===== config.mk =====
export PLATFORM = sky130hd
export DESIGN_NAME = hwpe_ctrl_offload_master_flat
export DESIGN_NICKNAME = d
export VERILOG_FILES = /design/src/rtl/hwpe_ctrl_offload_master_if.sv /design/src/rtl/hwpe_ctrl_offload_master.sv /design/src/flat_wrapper.sv
export SDC_FILE = /design/constraint.sdc
export NUM_CORES = 1
export LEC_CHECK = 0
export BUFFER_PORTS_ARGS = -buffer_cell sky130_fd_sc_hd__buf_2
export CAP_MARGIN = 40
export CORE_MARGIN = 1
export CORE_UTILIZATION = 35
export CTS_CLUSTER_DIAMETER = 200
export DETAILED_ROUTE_END_ITERATION = 10
export GPL_TIMING_DRIVEN = 0
export PLACE_DENSITY = 0.7
export SYNTH_ARGS = -nofsm -noshare
export SYNTH_HDL_FRONTEND = slang
export SYNTH_SLANG_ARGS = --single-unit

===== constraint.sdc =====
create_clock -name clk_i -period 10.9 [get_ports clk_i]
set_input_delay 3.27 -clock clk_i [delete_from_list [all_inputs] [get_ports clk_i]]
set_output_delay 3.27 -clock clk_i [all_outputs]
set_load 0.005 [all_outputs]

===== src/rtl/hwpe_ctrl_offload_master_if.sv =====
// HWPE peripheral control port: request channel driven by the initiator,
// grant and response channel driven by the accelerator configuration slave.
interface hwpe_ctrl_offload_master_if #(
  parameter int unsigned ID_WIDTH = 16
) ();
  logic                req_o;
  logic [31:0]         add_o;
  logic                we_n_o;
  logic [3:0]          be_o;
  logic [31:0]         data_o;
  logic [ID_WIDTH-1:0] id_o;
  logic                gnt_i;
  logic [31:0]         r_data_i;
  logic                r_valid_i;
  logic [ID_WIDTH-1:0] r_id_i;

  modport master (
    output req_o, add_o, we_n_o, be_o, data_o, id_o,
    input  gnt_i, r_data_i, r_valid_i, r_id_i
  );

  modport slave (
    input  req_o, add_o, we_n_o, be_o, data_o, id_o,
    output gnt_i, r_data_i, r_valid_i, r_id_i
  );
endinterface


===== src/rtl/hwpe_ctrl_offload_master.sv =====
// HWPE offload initiator: ACQUIRE (with busy backoff), job register writes, TRIGGER, completion.
// Define HWPE_OFFLOAD_POLL_EN to detect completion by polling STATUS instead of evt_done_i.
module hwpe_ctrl_offload_master #(
  parameter int unsigned ID_WIDTH      = 16,
  parameter int unsigned CORE_ID       = 0,
  parameter int unsigned N_JOB_REGS    = 8,
  parameter logic [31:0] JOB_BASE_ADDR = 32'h40,
  parameter int unsigned RETRY_WAIT    = 4,
  parameter int unsigned POLL_INTERVAL = 8
) (
  input  logic                                clk_i,
  input  logic                                rst_i,
  input  logic                                job_valid_i,
  output logic                                job_ready_o,
  input  logic [N_JOB_REGS-1:0][31:0]         job_data_i,
  input  logic [$clog2(N_JOB_REGS+1)-1:0]     job_nregs_i,
  output logic                                busy_o,
  output logic                                done_o,
  output logic [7:0]                          job_id_o,
  input  logic                                evt_done_i,
  hwpe_ctrl_offload_master_if.master          periph
);

  localparam int unsigned NW = $clog2(N_JOB_REGS + 1);
  localparam int unsigned KW = (N_JOB_REGS > 1) ? $clog2(N_JOB_REGS) : 1;
  localparam logic [ID_WIDTH-1:0] ID_VAL = ID_WIDTH'(1) << CORE_ID;

  typedef enum logic [3:0] {
    IDLE, ACQ_REQ, ACQ_RSP, BACKOFF, WR_REQ, WR_RSP, TRIG_REQ, TRIG_RSP,
`ifdef HWPE_OFFLOAD_POLL_EN
    POLL_WAIT, POLL_REQ, POLL_RSP
`else
    WAIT_DONE
`endif
  } state_e;

  state_e                      state_q, state_d;
  logic [N_JOB_REGS-1:0][31:0] data_q, data_d;
  logic [NW-1:0]               nregs_q, nregs_d;
  logic [NW-1:0]               k_q, k_d;
  logic [15:0]                 cnt_q, cnt_d;
  logic [7:0]                  job_id_q, job_id_d;
  logic                        done_q, done_d;
  logic                        rsp_ok;

  always_ff @(posedge clk_i or posedge rst_i) begin
    if (rst_i) begin
      state_q  <= IDLE;
      data_q   <= '0;
      nregs_q  <= '0;
      k_q      <= '0;
      cnt_q    <= '0;
      job_id_q <= '0;
      done_q   <= 1'b0;
    end else begin
      state_q  <= state_d;
      data_q   <= data_d;
      nregs_q  <= nregs_d;
      k_q      <= k_d;
      cnt_q    <= cnt_d;
      job_id_q <= job_id_d;
      done_q   <= done_d;
    end
  end

  assign rsp_ok = periph.r_valid_i && (periph.r_id_i == ID_VAL);

  always_comb begin
    state_d  = state_q;
    data_d   = data_q;
    nregs_d  = nregs_q;
    k_d      = k_q;
    cnt_d    = cnt_q;
    job_id_d = job_id_q;
    done_d   = 1'b0;
    case (state_q)
      IDLE: if (job_valid_i) begin
        data_d  = job_data_i;
        nregs_d = (job_nregs_i > NW'(N_JOB_REGS)) ? NW'(N_JOB_REGS) : job_nregs_i;
        k_d     = '0;
        state_d = ACQ_REQ;
      end
      ACQ_REQ: if (periph.gnt_i) state_d = ACQ_RSP;
      ACQ_RSP: if (rsp_ok) begin
        if (periph.r_data_i[31]) begin
          cnt_d   = '0;
          state_d = (RETRY_WAIT == 0) ? ACQ_REQ : BACKOFF;
        end else begin
          job_id_d = periph.r_data_i[7:0];
          state_d  = (nregs_q == '0) ? TRIG_REQ : WR_REQ;
        end
      end
      BACKOFF: begin
        if (cnt_q == 16'(RETRY_WAIT - 1)) state_d = ACQ_REQ;
        else                              cnt_d   = cnt_q + 16'd1;
      end
      WR_REQ: if (periph.gnt_i) state_d = WR_RSP;
      WR_RSP: if (rsp_ok) begin
        if (k_q + NW'(1) == nregs_q) begin
          state_d = TRIG_REQ;
        end else begin
          k_d     = k_q + NW'(1);
          state_d = WR_REQ;
        end
      end
      TRIG_REQ: if (periph.gnt_i) state_d = TRIG_RSP;
`ifdef HWPE_OFFLOAD_POLL_EN
      TRIG_RSP: if (rsp_ok) begin
        cnt_d   = '0;
        state_d = (POLL_INTERVAL == 0) ? POLL_REQ : POLL_WAIT;
      end
      POLL_WAIT: begin
        if (cnt_q == 16'(POLL_INTERVAL - 1)) state_d = POLL_REQ;
        else                                 cnt_d   = cnt_q + 16'd1;
      end
      POLL_REQ: if (periph.gnt_i) state_d = POLL_RSP;
      POLL_RSP: if (rsp_ok) begin
        cnt_d = '0;
        if (!periph.r_data_i[0]) begin
          done_d  = 1'b1;
          state_d = IDLE;
        end else begin
          state_d = (POLL_INTERVAL == 0) ? POLL_REQ : POLL_WAIT;
        end
      end
`else
      TRIG_RSP: if (rsp_ok) state_d = WAIT_DONE;
      WAIT_DONE: if (evt_done_i) begin
        done_d  = 1'b1;
        state_d = IDLE;
      end
`endif
      default: state_d = IDLE;
    endcase
  end

  // Request fields decode from the registered state, so they hold until grant.
  logic        req;
  logic [31:0] add;
  logic        we_n;
  logic [3:0]  be;
  logic [31:0] wdata;

  always_comb begin
    req   = 1'b0;
    add   = '0;
    we_n  = 1'b1;
    be    = '0;
    wdata = '0;
    case (state_q)
      ACQ_REQ: begin
        req = 1'b1;
        add = 32'h04;
        be  = 4'hF;
      end
      WR_REQ: begin
        req   = 1'b1;
        add   = JOB_BASE_ADDR + (32'(k_q) << 2);
        we_n  = 1'b0;
        be    = 4'hF;
        wdata = data_q[k_q[KW-1:0]];
      end
      TRIG_REQ: begin
        req  = 1'b1;
        we_n = 1'b0;
        be   = 4'hF;
      end
`ifdef HWPE_OFFLOAD_POLL_EN
      POLL_REQ: begin
        req = 1'b1;
        add = 32'h0C;
        be  = 4'hF;
      end
`endif
      default: ;
    endcase
  end

  assign periph.req_o  = req;
  assign periph.add_o  = add;
  assign periph.we_n_o = we_n;
  assign periph.be_o   = be;
  assign periph.data_o = wdata;
  assign periph.id_o   = ID_VAL;

  assign job_ready_o = (state_q == IDLE);
  assign busy_o      = (state_q != IDLE);
  assign done_o      = done_q;
  assign job_id_o    = job_id_q;

  logic unused;
`ifdef HWPE_OFFLOAD_POLL_EN
  assign unused = ^{evt_done_i, periph.r_data_i[30:8]};
`else
  assign unused = ^{periph.r_data_i[30:8], POLL_INTERVAL == 0};
`endif

endmodule

===== src/flat_wrapper.sv =====
// flat-port wrapper written by rule: the top's interface ports become plain ports
module hwpe_ctrl_offload_master_flat 
#(
  parameter int unsigned ID_WIDTH      = 16,
  parameter int unsigned CORE_ID       = 0,
  parameter int unsigned N_JOB_REGS    = 8,
  parameter logic [31:0] JOB_BASE_ADDR = 32'h40,
  parameter int unsigned RETRY_WAIT    = 4,
  parameter int unsigned POLL_INTERVAL = 8
)
  (clk_i, rst_i, job_valid_i, job_ready_o, job_data_i, job_nregs_i, busy_o, done_o, job_id_o, evt_done_i, periph_req_o, periph_add_o, periph_we_n_o, periph_be_o, periph_data_o, periph_id_o, periph_gnt_i, periph_r_data_i, periph_r_valid_i, periph_r_id_i);
  hwpe_ctrl_offload_master_if #(.ID_WIDTH(ID_WIDTH)) periph_i ();
  input  logic clk_i;
  input  logic rst_i;
  input  logic job_valid_i;
  output logic job_ready_o;
  input  logic [N_JOB_REGS-1:0][31:0] job_data_i;
  input  logic [$clog2(N_JOB_REGS+1)-1:0] job_nregs_i;
  output logic busy_o;
  output logic done_o;
  output logic [7:0] job_id_o;
  input  logic evt_done_i;
  output wire logic [$bits(periph_i.req_o)-1:0] periph_req_o;
  output wire logic [$bits(periph_i.add_o)-1:0] periph_add_o;
  output wire logic [$bits(periph_i.we_n_o)-1:0] periph_we_n_o;
  output wire logic [$bits(periph_i.be_o)-1:0] periph_be_o;
  output wire logic [$bits(periph_i.data_o)-1:0] periph_data_o;
  output wire logic [$bits(periph_i.id_o)-1:0] periph_id_o;
  input wire logic [$bits(periph_i.gnt_i)-1:0] periph_gnt_i;
  input wire logic [$bits(periph_i.r_data_i)-1:0] periph_r_data_i;
  input wire logic [$bits(periph_i.r_valid_i)-1:0] periph_r_valid_i;
  input wire logic [$bits(periph_i.r_id_i)-1:0] periph_r_id_i;
  assign periph_req_o = periph_i.req_o;
  assign periph_add_o = periph_i.add_o;
  assign periph_we_n_o = periph_i.we_n_o;
  assign periph_be_o = periph_i.be_o;
  assign periph_data_o = periph_i.data_o;
  assign periph_id_o = periph_i.id_o;
  assign periph_i.gnt_i = periph_gnt_i;
  assign periph_i.r_data_i = periph_r_data_i;
  assign periph_i.r_valid_i = periph_r_valid_i;
  assign periph_i.r_id_i = periph_r_id_i;
  hwpe_ctrl_offload_master #(.ID_WIDTH(ID_WIDTH), .CORE_ID(CORE_ID), .N_JOB_REGS(N_JOB_REGS), .JOB_BASE_ADDR(JOB_BASE_ADDR), .RETRY_WAIT(RETRY_WAIT), .POLL_INTERVAL(POLL_INTERVAL)) u_core (.clk_i(clk_i), .rst_i(rst_i), .job_valid_i(job_valid_i), .job_ready_o(job_ready_o), .job_data_i(job_data_i), .job_nregs_i(job_nregs_i), .busy_o(busy_o), .done_o(done_o), .job_id_o(job_id_o), .evt_done_i(evt_done_i), .periph(periph_i));
endmodule

==> summary.txt <==
CTS
  • Clock slew at reported path FFs: 0.06 ns
  • CTS tree: yes
  • CTS Root Cell: clkbuf_16
  • Clk sink count: 293
  • H-tree Lvls: 2
  • Maximum clock path buffer count: 3
  • # Post-CTS Setup Buffers: 0
  • TritonCTS Buffers: 35
  • CTS resizes: 0
  • Clock Latency Late Sink: 0.54 ns
  • Hold_buf cts: 0

Die
  • IO Pins: 411
  • Die Height: 202 um
  • DIE WIDTH: 202 um
  • Total Die Area: 40900 um^2
  • Cell row count: 72
  • Initial Util: 0.359
  • Core Area: 39100 um^2

Global route
  • Total grt overflow: 0
  • First-pass GRT wire length: 74.3 mm
  • Vias in the first global route: 13000
  • All-Layer GR Usage: 0.244
  • Initial antenna violation count: 5
  • Largest net degree at the start of global routing: 40

Drt
  • Drt drc: 0
  • DRT Pass-1 Iters: 5
  • Initial DRC Count: 806
  • Detailed Route WL: 49.3 mm
  • Vias per cell: 4.95
  • Antenna Nets Post-Route: 0
  • Wirelength per Cell: 19.5 um
  • Vias post-DR: 12500

Final layout
  • Area Overhead vs Synth: 28.5%
  • Non-filler cells, final: 2530
  • Fin area: 18000 um^2
  • Nets@finish: 2304
  • Share of cells above drive strength 1: 0.276
  • Core Util, Final: 0.461

Synth
  • Synth Cell Area: 14000 um^2
  • Cell taking the most area after synthesis: dfrtp_1
  • Distinct cells, synth: 54
  • FF+latch count, synth: 293
  • Syn Area/Cell: 9.06 um^2
  • Yosys top cell area share: 0.523
  • Cell count after synthesis: 1549
  • Post-synth EDFFs: 0
  • Synth area leaders: dfrtp_1 (52%), nand2_1 (23%), mux4_2 (10%)
  • Top FF cell, synth: dfrtp_1
  • FFs w/ async S/R, synth: 1.00
  • Share of the yosys chip area belonging to registers: 0.523
  • Synth warn: 0

Power and ir drop
  • Pwr/cell area: 239 nW/um^2
  • Leakage: 9.41 nW
  • Peak VDD IR: 112 uV

Timing
  • Fin. Hold Viols: 0
  • Setup TNS: 0 ns
  • Slew HR: 0.376
  • Slack of the critical path: 4.14 ns
  • Fin crit period: 6.76 ns
  • Final setup vio count: 0
  • Worst slew pin tran: 0.936 ns
  • Tcrit/Tclk final: 0.621
  • Maximum clock rate: 148 MHz
  • Clk_skew: 0.0150 ns
  • Slew Viols, Final: 0
  • RSZ-0062 raised after global routing: no

Placed design
  • Inst Count DP: 2469
  • Placer Congestion: 0.929
  • HPWL Detailed: 37.7 mm
  • # port buffers: 344
  • Pre-CTS setup slack: 4.67 ns
  • DP Area: 16800 um^2

Setup path
  • Crit Path Category: register to output pin
  • Critical Path Sink Type: output pin
  • Largest fanout on the critical path: 10
  • WP data arrival: 3.49 ns
  • CP startpoint kind: register
  • Critical path data required time: 7.63 ns

Worst hold path
  • Worst Hold Class: register to register

Job
  • Max Cap Violations: 0

Status
  • Status: completed
-- cell type report --
type	instances	area [um^2]
diodes	2	5.00
plain buffers	138	702
clock buffers	49	1020
clock inverters	10	161
fillers	3803	21100
inverters	7	30.0
multi-input cells	1152	6120
flip-flops and latches	293	7330
well taps	518	648
repair buffers	361	2000
-- flip-flops by register name (all words and copies together), names as in the netlist --
name / cells
u_core.data_q: 256
u_core.cnt_q: 16
u_core.job_id_o: 8
u_core.k_q: 4
u_core.nregs_q: 4
u_core.state_q: 4
u_core.done_o: 1
-- final timing paths --
| kind | to | start | slack, ns | depth (start not counted) |
|---|---|---|---|---|
| worst max-delay path | periph_data_o[21] | u_core.k_q[0]$_DFFE_PP0P_ | 4.14 | 8 |
| worst min-delay path | u_core.data_q[111]$_DFFE_PP0P_ | u_core.data_q[111]$_DFFE_PP0P_ | 0.47 | 2 |
| worst max register to register | u_core.data_q[254]$_DFFE_PP0P_ | u_core.state_q[0]$_DFFE_PP0P_ | 7.91 | 10 |
| worst min register to register | u_core.data_q[111]$_DFFE_PP0P_ | u_core.data_q[111]$_DFFE_PP0P_ | 0.47 | 2 |
| max in group asynchronous | u_core.data_q[111]$_DFFE_PP0P_ | rst_i | 6.75 | 7 |
| min in group asynchronous | u_core.data_q[153]$_DFFE_PP0P_ | rst_i | 2.74 | 2 |
-- report_power, final --
part | internal, mW | switching (mW) | total (mW) | leakage (nW)
logic | 0.550 | 0.691 | 1.24 | 5.19
registers | 1.56 | 0.290 | 1.85 | 3.66
clock network | 0.747 | 0.470 | 1.22 | 0.569
-- Yosys cell counts, drive strengths merged, types with 4 or more instances --
library cell,count
a21oi,46
and3,6
buf,65
clkbuf,73
dfrtp,293
inv,6
mux2,10
mux4,64
nand2,853
nand2b,8
nand3,7
nand4,5
nor2,18
nor2b,4
nor3,8
nor4,8
o21ai,10
or2,4
or3,8
or4,5
xnor2,6
xor2,4
-- through the flow --
step	total power, mW	hold slack (ns)
floorplan	2.61	0.440
global placement	3.04	0.452
detailed placement	3.11	0.458
CTS	4.34	0.472
global route	4.60	0.482
finish	4.31	0.469
-- cells by family after synthesis --
| family | after synthesis | synth area share |
|---|---|---|
| compound gates | 72 | 0.0301 |
| xor+xnor | 11 | 0.00794 |
| fa+ha+maj | 2 | 0.00178 |
| flops | 293 | 0.523 |
| other cells | 2 | 0.000535 |
| simple gates | 947 | 0.272 |
| buf+inv | 145 | 0.0519 |
| mux | 77 | 0.113 |
-- cell usage in the layout (no fill, tap or decap), types with 12 or more instances in the layout --
cell,netlist,final
nand2_1,853,853
buf_2,6,350
dfrtp_1,293,293
clkbuf_1,73,80
mux4_2,64,64
buf_4,47,47
a21oi_1,46,46
conb_1,2,43
clkbuf_16,0,37
nor2_1,18,18
buf_1,12,12
-- layer usage --
metal | up-vias | share of wire | GRT usage | wire length (um)
met5 | - | 0.00069 | 0 | 34
met4 | 6 | 0.032 | 0.0886 | 1560
met3 | 90 | 0.074 | 0.0529 | 3670
met2 | 522 | 0.48 | 0.407 | 23700
met1 | 6115 | 0.41 | 0.311 | 20300
li1 | 5798 | - | - | -
-- worst max-delay path, stage by stage, from the launching register on --
cell      delay [ns]
dfrtp_1         0.35
clkbuf_1        0.53
buf_1           0.60
buf_1           0.46
buf_6           0.22
mux4_2          0.34
nand2_1         0.15
a21oi_1         0.10
buf_2           0.20
Power figures use the tool's default switching activity.
